$ cat src/rtl/leds7_cmd_arbiter.sv
// rtl/leds7_cmd_arbiter.sv - two-requester arbiter serialising LED select/digit byte pairs
// Ports:
//   clk, resetn             clock, synchronous active-low reset
//   i_req_valid/led/digit   per-requester command (0 = UART host, 1 = local source)
//   o_req_ready             per-requester accept, combinational, at most one bit high
//   o_out_data/o_out_valid  byte stream to the indicator controller, no backpressure
//   o_busy, o_grant_id      a command pair is in flight, and which requester owns it
//   o_err_digit             one-cycle pulse when an accepted command is dropped (digit > 9)
module leds7_cmd_arbiter #(
  parameter int unsigned BYTE_GAP = 1
) (
  input  logic            clk,
  input  logic            resetn,
  input  logic [1:0]      i_req_valid,
  input  logic [1:0][1:0] i_req_led,
  input  logic [1:0][3:0] i_req_digit,
  output logic [1:0]      o_req_ready,
  output logic [7:0]      o_out_data,
  output logic            o_out_valid,
  output logic            o_busy,
  output logic            o_grant_id,
  output logic            o_err_digit
);
  typedef enum logic [2:0] {S_IDLE, S_SEL, S_GAP_A, S_DATA, S_GAP_B} state_t;

  localparam bit         HAS_GAP  = (BYTE_GAP != 0);
  // Counter is loaded with BYTE_GAP-1 and the gap ends on the cycle it reads zero.
  localparam logic [3:0] GAP_LOAD = HAS_GAP ? 4'(BYTE_GAP - 1) : 4'd0;

  state_t      r_state;
  state_t      w_next;
  logic        r_last_grant;
  logic [3:0]  r_digit;
  logic [3:0]  r_gap;
  logic [7:0]  r_out_data;
  logic        r_busy;
  logic        r_grant;
  logic        r_err;

  logic        w_pick;
  logic        w_accept;
  logic        w_digit_ok;
  logic [1:0]  w_led;
  logic [3:0]  w_digit;

  // Round-robin between two: on contention the requester not granted last wins.
  always_comb begin
    if (&i_req_valid) w_pick = ~r_last_grant;
    else              w_pick = i_req_valid[1];
  end

  assign w_accept    = resetn && (r_state == S_IDLE) && (|i_req_valid);
  assign o_req_ready = w_accept ? (w_pick ? 2'b10 : 2'b01) : 2'b00;
  assign w_led       = i_req_led[w_pick];
  assign w_digit     = i_req_digit[w_pick];
  assign w_digit_ok  = (w_digit <= 4'd9);

  // State register and datapath registers
  always_ff @(posedge clk) begin
    if (!resetn) begin
      r_state      <= S_IDLE;
      r_last_grant <= 1'b1;
      r_digit      <= 4'd0;
      r_gap        <= 4'd0;
      r_out_data   <= 8'h00;
      r_busy       <= 1'b0;
      r_grant      <= 1'b0;
      r_err        <= 1'b0;
    end else begin
      r_state <= w_next;
      r_busy  <= (w_next != S_IDLE);
      r_err   <= w_accept && !w_digit_ok;
      // Out-of-range commands still consume the turn so they cannot starve the other side.
      if (w_accept) begin
        r_last_grant <= w_pick;
        r_grant      <= w_pick;
        r_digit      <= w_digit;
      end
      if ((w_next == S_GAP_A || w_next == S_GAP_B) && (w_next != r_state)) begin
        r_gap <= GAP_LOAD;
      end else if (r_gap != 4'd0) begin
        r_gap <= r_gap - 4'd1;
      end
      // out_data is only rewritten when a byte is about to be emitted, so it holds otherwise.
      if (w_next == S_SEL) begin
        r_out_data <= {6'b111100, w_led};
      end else if (w_next == S_DATA) begin
        r_out_data <= {4'h0, r_digit};
      end
    end
  end

  // Next-state logic
  always_comb begin
    w_next = r_state;
    case (r_state)
      S_IDLE:  if (w_accept && w_digit_ok) w_next = S_SEL;
      S_SEL:   w_next = HAS_GAP ? S_GAP_A : S_DATA;
      S_GAP_A: if (r_gap == 4'd0) w_next = S_DATA;
      S_DATA:  w_next = HAS_GAP ? S_GAP_B : S_IDLE;
      S_GAP_B: if (r_gap == 4'd0) w_next = S_IDLE;
      default: w_next = S_IDLE;
    endcase
  end

  // Outputs; the strobe is gated by reset so an aborted sequence emits nothing more.
  always_comb begin
    o_out_valid = resetn && ((r_state == S_SEL) || (r_state == S_DATA));
    o_out_data  = r_out_data;
    o_busy      = r_busy;
    o_grant_id  = r_grant;
    o_err_digit = r_err;
  end
endmodule

$ cat config.mk
export PLATFORM = sky130hd
export DESIGN_NAME = leds7_cmd_arbiter
export DESIGN_NICKNAME = d
export VERILOG_FILES = /design/src/rtl/leds7_cmd_arbiter.sv
export SDC_FILE = /design/constraint.sdc
export NUM_CORES = 1
export LEC_CHECK = 0
export BUFFER_PORTS_ARGS = -buffer_cell sky130_fd_sc_hd__buf_4
export CORE_MARGIN = 8
export CORE_UTILIZATION = 40
export CTS_BUF_LIST = sky130_fd_sc_hd__clkbuf_4
export DETAILED_ROUTE_END_ITERATION = 10
export PLACE_DENSITY = 0.65
export SLEW_MARGIN = 20
export SYNTH_ARGS = -nofsm -noshare
export SYNTH_HDL_FRONTEND = slang
export SYNTH_SLANG_ARGS = --single-unit
$ cat constraint.sdc
create_clock -name clk -period 2.2 [get_ports clk]
set_clock_uncertainty 0.05 [all_clocks]
set_input_delay 0 -clock clk [delete_from_list [all_inputs] [get_ports clk]]
set_output_delay 0 -clock clk [all_outputs]
set_load 0.05 [all_outputs]
==> flow_metrics.env <==
export IMPL_setup_viol=0
export IMPL_yosysTopAreaCell="dfxtp_1"
export IMPL_p_sw_share_pct=35.02
export IMPL_diodes=0
export IMPL_cp_slowest_stage_delay_ns=0.59
export IMPL_final_nets=159
export IMPL_synthMostInstantiatedCell="dfxtp_1"
export IMPL_die_h_um=64.15
export IMPL_intPower_mw=0.5660
export IMPL_dieArea_um2=4115
export IMPL_grt_overflow=0
export IMPL_initial_core_util_pct=41.91
export IMPL_critPathMaxFanout=9
export IMPL_critPathLaunchType="flop"
export IMPL_io_buffers=29
export IMPL_avgSynthCellArea_um2=8.747
export IMPL_highest_layer="met4"
export IMPL_clock_path_buffers=2
export IMPL_grtUsageTotal_pct=11.04
export IMPL_post_cts_setup_buffers=0
export IMPL_slew_viol_final=0
export IMPL_htreeDepth=1
export IMPL_finalCritPeriodShare_pct=89.29
export IMPL_setup_tns_ns=0
export IMPL_p_comb_share_pct=33.1
export IMPL_async_flop_share_pct=0
export IMPL_crit_chain="nor4b_1 -> o21ai_2 -> nor2_1 -> buf_4"
export IMPL_synth_top_cell_area_share_pct=43.18
export IMPL_route_detailed_drc=0
export IMPL_clk_latency_ns=0.29
export IMPL_cp_required_ns=2.15
export IMPL_grt_pass1_wl_um=3815
export IMPL_peakVddDrop_mv=0.4404
export IMPL_place_area_um2=1137
export IMPL_cts_tree="yes"
export IMPL_p_sw_mw=0.3051
export IMPL_ioPinCount=30
export IMPL_syn_to_final_growth_pct=35.22
export IMPL_rsz0062_at_grt="no"
export IMPL_synth_ff_type="dfxtp_1"
export IMPL_power_leakage_nw=0.5512
export IMPL_syn_nets=123
export IMPL_powerDensity_nw_per_um2=694.8
export IMPL_power_mw=0.8711
export IMPL_holdCritPathClass="in2reg"
export IMPL_m1WireLength_um=1006
export IMPL_final_cell_area_um2=1254
export IMPL_ys_types=35
export IMPL_crit_family="simple AND/OR/NAND/NOR gates"
export IMPL_path_buf_inv=1
export IMPL_finalCriticalPeriod_ns=1.964
export IMPL_synth_area_leaders="dfxtp_1, nand2_1, nand3_1, mux2i_1, nor2_1"
export IMPL_place_gp_congestion=0.7553
export IMPL_syn_inst=106
export IMPL_mappedNetlistArea_um2=927.1
export IMPL_wl_per_cell_um=13.57
export IMPL_drt_iter0_markers=17
export IMPL_wl_um=2280
export IMPL_max_slew_margin_pct=59.20
export IMPL_ys_ff_latch=20
export IMPL_row_count=17
export IMPL_route_met2_wl_um=1157
export IMPL_clkTransAtPathRegs_ns=0.10
export IMPL_status="complete, no violations"
export IMPL_fmax_mhz=509.1
export IMPL_hpwl_um=1718
export IMPL_cts_root_buf="clkbuf_4"
export IMPL_numCtsBuffers=3
export IMPL_first_pass_iters=4
export IMPL_power_frac_seq_pct=47.9
export IMPL_yosys_warnings=0
export IMPL_drv_cap=0
export IMPL_finalHoldViolCount=0
export IMPL_grt_start_max_net_pins=12
export IMPL_synthTopCellsByCount="dfxtp_1, nand2_1, nor2_1"
export IMPL_clkPwrFrac_pct=19.0
export IMPL_cp_slowest_cell="nor4b_1"
export IMPL_setup_ws_ns=0.2356
export IMPL_worstPathArrival_ns=1.91
export IMPL_die_w_um=64.15
export IMPL_drive_gt1_share_pct=26.43
export IMPL_critPathCaptureType="output pin"
export IMPL_worst_pin_slew_ns=0.6035
export IMPL_grt_pass1_vias=899
export IMPL_vias=868
export IMPL_place_inst=156
export IMPL_post_place_ws_ns=0.2916
export IMPL_cts_sinks=20
export IMPL_critPathKind="reg2out"
export IMPL_drtAntennaViolNets=0
export IMPL_fin_cells=168
export IMPL_ys_seq_area_share_pct=43.18
export IMPL_grt_antenna_before_repair=0
export IMPL_synth_edff_count=0
export IMPL_core_um2=2212
export IMPL_wl_met3_um=100
export IMPL_via_per_inst=5.167
==> kinds of logic after synthesis <==
family,synth area share (%)
buffers and inverters,7.422
XOR/XNOR,2.835
AND/OR/NAND/NOR,22.94
AO/OA/AOI/OAI,19.03
multiplexers,3.239
flip-flops,43.18
adder cells (fa/ha/maj),1.349
==> metal layers <==
metal,GRT usage [%],vias up
met5,0,-
met4,4.087,0
met3,2.962,2
met2,20.33,24
met1,11.72,399
li1,-,443
==> per-stage QoR <==
| stage | util, % | hold WS (ns) |
|---|---|---|
| 3_3_place_gp | 51.41 | 0.1916 |
| 2_1_floorplan | - | 0.02183 |
| 3_5_place_dp | 51.41 | 0.2002 |
| 5_1_grt | 56.67 | 0.06271 |
| 4_1_cts | 56.50 | 0.05041 |
| 6_report | 56.67 | 0.05416 |
==> flip-flops by register name (all words and copies together), names as in the netlist <==
signal	cells
r_digit	4
r_state	3
o_err_digit	1
r_gap	4
o_out_data	5
o_grant_id	1
r_last_grant	1
o_busy	1
==> power groups by stage <==
stage / Clock, mW / Combinational, mW / Sequential (mW)
finish: 0.166 / 0.288 / 0.417
global placement: 0 / 0.274 / 0.425
CTS: 0.168 / 0.289 / 0.417
floorplan: 0 / 0.157 / 0.470
global route: 0.184 / 0.309 / 0.421
detailed placement: 0 / 0.276 / 0.425
==> layout make-up <==
type / instances / area [µm²]
Fill cell: 208 / 958.4
Clock buffer: 3 / 22.52
Inverter: 5 / 18.77
Timing Repair Buffer: 39 / 315.3
Sequential cell: 20 / 400.4
Multi-Input combinational cell: 73 / 461.7
Tap cell: 28 / 35.03
==> repair_timing <==
item / in CTS / in global routing
resized for setup: 0 / 1
hold buffers: 9 / 0
endpoints found under the hold margin: 9 / 0
setup endpoints to repair: 0 / 1
==> final timing paths <==
path	slack, ns	end	depth (start not counted)	startpoint
max	0.24	o_req_ready[0]	4	r_state[2]$_SDFF_PN0_
max reg2reg	0.28	o_out_data[3]$_SDFFE_PP0N_	6	r_gap[0]$_SDFFE_PP0N_
min	0.05	o_out_data[1]$_SDFFE_PN0P_	4	i_req_led[3]
min reg2reg	0.43	o_grant_id$_SDFFE_PN0P_	2	o_grant_id$_SDFFE_PN0P_
==> layout by cell type, fill, tap and decap left out, types with 3 or more instances in the layout <==
master,n
buf_4,30
dfxtp_1,20
nand2_1,11
dlygate4sd3_1,9
nor2_1,8
nand3_1,7
inv_1,5
nor3_1,5
o21ai_0,4
mux2i_1,3
xnor2_1,3
a21oi_1,3
a311oi_1,3
clkbuf_4,3
==> worst reg2reg max path, stage by stage, from the launching register on <==
cell	delay, ns
dfxtp_1	0.35
inv_1	0.06
ha_1	0.17
or3b_1	0.39
or4b_4	0.56
mux2i_1	0.18
nor3_1	0.06
Note: power is estimated with default switching activity, not from simulation.
